`src/rtl/proc_arbiter.sv`:
```
// proc_arbiter: round-robin owner arbitration for a shared 4-phase multiply
// stage. Four requesters compete. The granted owner keeps the stage for one
// whole job: start pulse, wait for busy, run, then a done pulse.
// Optional watchdog: define PROC_WDT_EN to abort stuck WAIT/RUN phases and
// set the sticky err flag. Without it, err is tied low.
module proc_arbiter #(
   parameter int unsigned RUN_MAX = 150
) (
   input  logic       clk,
   input  logic       reset,
   input  logic [3:0] req,
   input  logic       busy_proc,
   output logic [3:0] gnt,
   output logic [1:0] sel,
   output logic       data_rdy,
   output logic [3:0] done,
   output logic       busy,
   output logic       err
);

   typedef enum logic [2:0] {
      IDLE,
      START,
      WAIT,
      RUN,
      FIN
   } state_t;

   state_t     state_q, state_d;
   logic [1:0] owner_q, owner_d;   // current or last owner; also drives sel
   logic [1:0] ptr_q,   ptr_d;     // last completed owner, lowest priority next
   logic [1:0] rr_pick;
   logic [1:0] rr_idx;
   logic       rr_valid;
   logic [3:0] owner_oh;

`ifdef PROC_WDT_EN
   logic [7:0] wdt_q, wdt_d;
   logic       err_q, err_d;
   logic       wdt_wait_exp;
   logic       wdt_run_exp;

   // The counter is cleared on entry to WAIT and to RUN. It therefore holds
   // (cycles spent in phase - 1). A value of 4 means this is the fifth
   // WAIT cycle. A value of RUN_MAX means RUN_MAX busy cycles have already
   // passed.
   assign wdt_wait_exp = (wdt_q >= 8'd4);
   assign wdt_run_exp  = ({24'd0, wdt_q} >= RUN_MAX);
`endif

   assign owner_oh = 4'b0001 << owner_q;

   // Round-robin pick. Scan offsets 4,3,2,1 from ptr so that the smallest
   // offset (closest above ptr) is written last and wins. Offset 4 is ptr
   // itself, which leaves the previous owner with the lowest priority.
   always_comb begin
      rr_pick  = ptr_q;
      rr_idx   = ptr_q;
      rr_valid = |req;
      for (int unsigned i = 0; i < 4; i++) begin
         rr_idx = ptr_q + 2'(4 - i);
         if (req[rr_idx]) begin
            rr_pick = rr_idx;
         end
      end
   end

   // Next-state logic: job sequencing, owner capture and pointer update.
   always_comb begin
      state_d = state_q;
      owner_d = owner_q;
      ptr_d   = ptr_q;
`ifdef PROC_WDT_EN
      wdt_d   = (wdt_q == 8'hFF) ? wdt_q : wdt_q + 8'd1;
      err_d   = err_q;
`endif
      case (state_q)
         IDLE: begin
            if (rr_valid) begin
               owner_d = rr_pick;
               state_d = START;
            end
         end
         START: begin
            state_d = WAIT;
`ifdef PROC_WDT_EN
            wdt_d   = '0;
`endif
         end
         WAIT: begin
            if (busy_proc) begin
               state_d = RUN;
`ifdef PROC_WDT_EN
               wdt_d   = '0;
            end else if (wdt_wait_exp) begin
               state_d = FIN;
               err_d   = 1'b1;
`endif
            end
         end
         RUN: begin
            if (!busy_proc) begin
               state_d = FIN;
`ifdef PROC_WDT_EN
            end else if (wdt_run_exp) begin
               state_d = FIN;
               err_d   = 1'b1;
`endif
            end
         end
         FIN: begin
            ptr_d   = owner_q;
            state_d = IDLE;
         end
         default: begin
            state_d = IDLE;
         end
      endcase
   end

   // Output decode: all outputs come from registered state only.
   always_comb begin
      gnt      = '0;
      done     = '0;
      data_rdy = 1'b0;
      busy     = (state_q != IDLE);
      case (state_q)
         START: begin
            gnt      = owner_oh;
            data_rdy = 1'b1;
         end
         WAIT, RUN: begin
            gnt = owner_oh;
         end
         FIN: begin
            done = owner_oh;
         end
         default: begin
            gnt = '0;
         end
      endcase
   end

   assign sel = owner_q;

`ifdef PROC_WDT_EN
   assign err = err_q;
`else
   assign err = 1'b0;
`endif

   // State registers. Reset sets ptr to 3 so that requester 0 wins first.
   always_ff @(posedge clk) begin
      if (reset) begin
         state_q <= IDLE;
         owner_q <= '0;
         ptr_q   <= 2'd3;
`ifdef PROC_WDT_EN
         wdt_q   <= '0;
         err_q   <= 1'b0;
`endif
      end else begin
         state_q <= state_d;
         owner_q <= owner_d;
         ptr_q   <= ptr_d;
`ifdef PROC_WDT_EN
         wdt_q   <= wdt_d;
         err_q   <= err_d;
`endif
      end
   end

`ifndef SYNTHESIS
   a_gnt_onehot0: assert property (@(posedge clk) disable iff (reset) $onehot0(gnt));
   a_done_onehot0: assert property (@(posedge clk) disable iff (reset) $onehot0(done));
`endif

endmodule
```
`config.mk`:
```
export PLATFORM = sky130hd
export DESIGN_NAME = proc_arbiter
export DESIGN_NICKNAME = d
export VERILOG_FILES = /design/src/rtl/proc_arbiter.sv
export SDC_FILE = /design/constraint.sdc
export NUM_CORES = 1
export LEC_CHECK = 0
export CORE_AREA = 2 2 39 41
export CTS_BUF_LIST = sky130_fd_sc_hd__clkbuf_8
export DETAILED_ROUTE_END_ITERATION = 6
export DIE_AREA = 0 0 41 43
export PLACE_DENSITY = 0.69
export SYNTH_ARGS = -nofsm -noshare
export SYNTH_HDL_FRONTEND = slang
export SYNTH_SLANG_ARGS = --single-unit
```
`constraint.sdc`:
```
create_clock -name clk -period 1.2 [get_ports clk]
set_input_delay 0.18 -clock clk [delete_from_list [all_inputs] [get_ports clk]]
set_output_delay 0.18 -clock clk [all_outputs]
set_load 0.01 [all_outputs]
```
==> run_results.csv <==
group,metric,value,unit
status,status,"finished, violations left",
status,failed_checks,"negative setup slack",
route,via_per_inst,4.82,
timing,min_period,1.43,ns
grt,grt_start_max_net_pins,8,
place,placement.io_buffers,18,
floorplan,fp-row-count,14,
clocking,htree_num_levels,1,
critical_path,worst-setup-path-type,"register to register",
timing,rsz0062_at_grt,"true",
yosys,synth.lib_cells_used.distinct,25,
finish,antenna_diode_count,0,
critical_path,worst_path_required_time,1.29,ns
yosys,ys_top_cells_by_area,"sky130_fd_sc_hd__dfxtp_1, sky130_fd_sc_hd__nor2_1, sky130_fd_sc_hd__nor3_1",
finish,seq_area,146,um2
finish,n_fill_cell,140,
clocking,cts_max_path_buffers,2,
finish,design.final.nets,104,
route,final_antenna_violating_net_count,0,
yosys,synth_top_cell_by_area,"sky130_fd_sc_hd__dfxtp_1",
grt,antenna_found_initial,0,
critical_path,setup.reg_to_reg.worst_slack,-0.23,ns
power_and_ir_drop,report.power.total,1.00,mW
yosys,synth_top_cell_area_share,34.3,%
floorplan,floorplan.die.width,41,um
place,globalplace.congestion,0.808,
clocking,tritoncts_num_sinks,7,
floorplan,boundaryPins,20,
critical_path,r2r-start,"state_q[2]",
yosys,synth_nets,60,
critical_path,category_of_the_worst_setup_path_launch_point,"register",
clocking,cts_buffers,3,
power_and_ir_drop,vdd_ir_drop_max,0.571,mV
finish,area_of_the_multi_input_gates,305,um2
timing,finalMaxSlewViolations,0,
job,max_cap_violations,0,
route,route.detailed.wl_per_inst,11.8,um
timing,setup_violations,12,
floorplan,initial_utilization,29.6,%
grt,grt_overflow,0,
hold_path,timing.hold.worst_path_depth,5,
grt,gr-usage-all-layers,18.8,%
timing,fin_ws,-0.231,ns
hold_path,hold-path-endpoint,"sel[0]",
finish,layout-drive-gt1-share,59.4,%
route,detail_route.first_pass.iterations,4,
clocking,clkTransAtPathRegs,0.04,ns
timing,timing_hold_violations_final,0,
critical_path,crit_path_arrival_time,1.52,ns
yosys,seq_area_frac_synth,34.3,%
yosys,syn_area_per_cell,7.72,um2
yosys,netlist_area,409,um2
floorplan,floorplan.die_area,0.00176,mm2
finish,layout.cells.most_common,"sky130_fd_sc_hd__buf_4",
critical_path,timing.critical_path.fanout_max,4,
route,routed_wirelength,1320,um
clocking,cts_hold_repair.buffers,0,
route,detailed_route_iter0_violations,12,
timing,maxClockFrequency,0.699,GHz
timing,fin_worst_hold_slack,0.523,ns
hold_path,start_point_of_the_worst_hold_path,"req[2]",
grt,grt_pass1_wl,2150,um
clocking,clock_insertion_delay_worst_skew,0.23,ns
power_and_ir_drop,power_density,1210,mW/mm2
clocking,clock_tree.root_cell,"sky130_fd_sc_hd__clkbuf_8",
route,drc_errors,0,
floorplan,floorplan.core_area,0.00138,mm2
finish,flow.area_growth_from_synthesis,102,%
timing,setup_total_negative_slack,-1.18,ns
timing,post-route-period-util,119,%
clocking,tritoncts,"yes",
power_and_ir_drop,total_leakage_power,0.423,nW
finish,final_cell_mix,"sky130_fd_sc_hd__buf_4, sky130_fd_sc_hd__buf_2, sky130_fd_sc_hd__nor2_1, sky130_fd_sc_hd__nor2_2, sky130_fd_sc_hd__dfxtp_2",
critical_path,worstSetupEndpointType,"register",
yosys,synthesis.instances,53,
critical_path,worstReg2RegEnd,"sel[0]",
grt,first_global_vias,483,
route,via_count,540,
place,hpwlAfterDp,882,um
critical_path,worst-r2r-cell-count,6,
hold_path,worstHoldPathType,"input pin to register",
yosys,yosysWarningCount,0,
yosys,ys_seq_elements,7,
timing,timing.clock.skew,0.00301,ns
floorplan,die_y,43,um
==> registers in the layout, summed over array words and instances (netlist names) <==
register	cells
state_q	3
ptr_q	2
sel	2
==> layout make-up <==
class	instances	share of cell area, %
clock inverters	1	0.453
well taps	16	2.42
inverters	2	0.906
clock buffers	3	4.98
multi-input cells	43	36.9
repair buffers	40	36.7
flip-flops and latches	7	17.7
==> cell usage after synthesis <==
master                     number
sky130_fd_sc_hd__buf_4          1
sky130_fd_sc_hd__nor4_1         1
sky130_fd_sc_hd__nor2b_4        1
sky130_fd_sc_hd__a311oi_1       1
sky130_fd_sc_hd__nor2_1        12
sky130_fd_sc_hd__o22ai_1        2
sky130_fd_sc_hd__or4_1          1
sky130_fd_sc_hd__dfxtp_1        7
sky130_fd_sc_hd__a22oi_1        1
sky130_fd_sc_hd__or3_4          1
sky130_fd_sc_hd__nor2_2         1
sky130_fd_sc_hd__a211o_1        2
sky130_fd_sc_hd__nand2_1        5
sky130_fd_sc_hd__nand2b_1       2
sky130_fd_sc_hd__nor3_1         4
sky130_fd_sc_hd__o221ai_1       1
sky130_fd_sc_hd__nor3b_1        1
sky130_fd_sc_hd__and3_2         1
sky130_fd_sc_hd__conb_1         1
sky130_fd_sc_hd__or2_2          1
sky130_fd_sc_hd__and3_1         1
sky130_fd_sc_hd__or3_1          1
sky130_fd_sc_hd__a311oi_2       1
sky130_fd_sc_hd__inv_1          2
sky130_fd_sc_hd__o21ai_0        1
==> power by group <==
part,switching [mW],total (mW),internal (mW)
Clock,0.105,0.326,0.221
Combinational,0.163,0.380,0.217
Sequential,0.0352,0.297,0.262
==> timing repair <==
| item | in CTS | in global routing |
|---|---|---|
| setup endpoints to repair | 17 | 14 |
| pin swaps | 10 | 5 |
| buffers inserted | 5 | 0 |
| resized for setup | 58 | 7 |
| endpoints found under the hold margin | 0 | 0 |
==> cell families after synthesis <==
family | Yosys count | share of synthesized area, %
flip-flops | 7 | 34.2
buffers and inverters | 3 | 3.67
other | 1 | 0.917
AND/OR/NAND/NOR | 33 | 42.8
AO/OA/AOI/OAI | 9 | 18.3
==> through the flow <==
step | std cells | instance area, um2 | worst slack (ns) | utilization, %
2_1_floorplan | 53 | 415 | 0.00808 | -
3_3_place_gp | 103 | 736 | -0.395 | 53.2
3_5_place_dp | 103 | 736 | -0.416 | 53.2
4_1_cts | 112 | 807 | -0.237 | 58.3
5_1_grt | 112 | 828 | -0.286 | 59.9
6_report | 112 | 828 | -0.231 | 59.9
==> per-layer routing <==
| layer | wire length, um | global-route usage [%] | up-vias |
|---|---|---|---|
| li1 | - | - | 276 |
| met1 | 608 | 23.7 | 243 |
| met2 | 625 | 26.3 | 19 |
| met3 | 60 | 4.71 | 2 |
| met4 | 29 | 14.0 | 0 |
| met5 | 0 | 0 | - |
==> worst max-delay path, stage by stage, from the launching register on <==
cell and delay [ns]:
sky130_fd_sc_hd__dfxtp_2 0.32, sky130_fd_sc_hd__buf_6 0.11, sky130_fd_sc_hd__or3_4 0.38, sky130_fd_sc_hd__buf_6 0.12
sky130_fd_sc_hd__nor2b_4 0.14, sky130_fd_sc_hd__buf_4 0.13, sky130_fd_sc_hd__a311oi_2 0.08
==> how the worst max path moves through the flow <==
stage | cells after the start | endpoint | slack (ns) | startpoint
floorplan | 4 | sel[0] | 0.008 | state_q[0]
global placement | 4 | done[0] | -0.39 | state_q[1]
detailed placement | 4 | done[0] | -0.42 | state_q[1]
CTS | 6 | sel[1] | -0.24 | state_q[2]
global route | 6 | sel[0] | -0.29 | state_q[2]
finish | 6 | sel[0] | -0.23 | state_q[2]
Power figures use the tool's default switching activity.
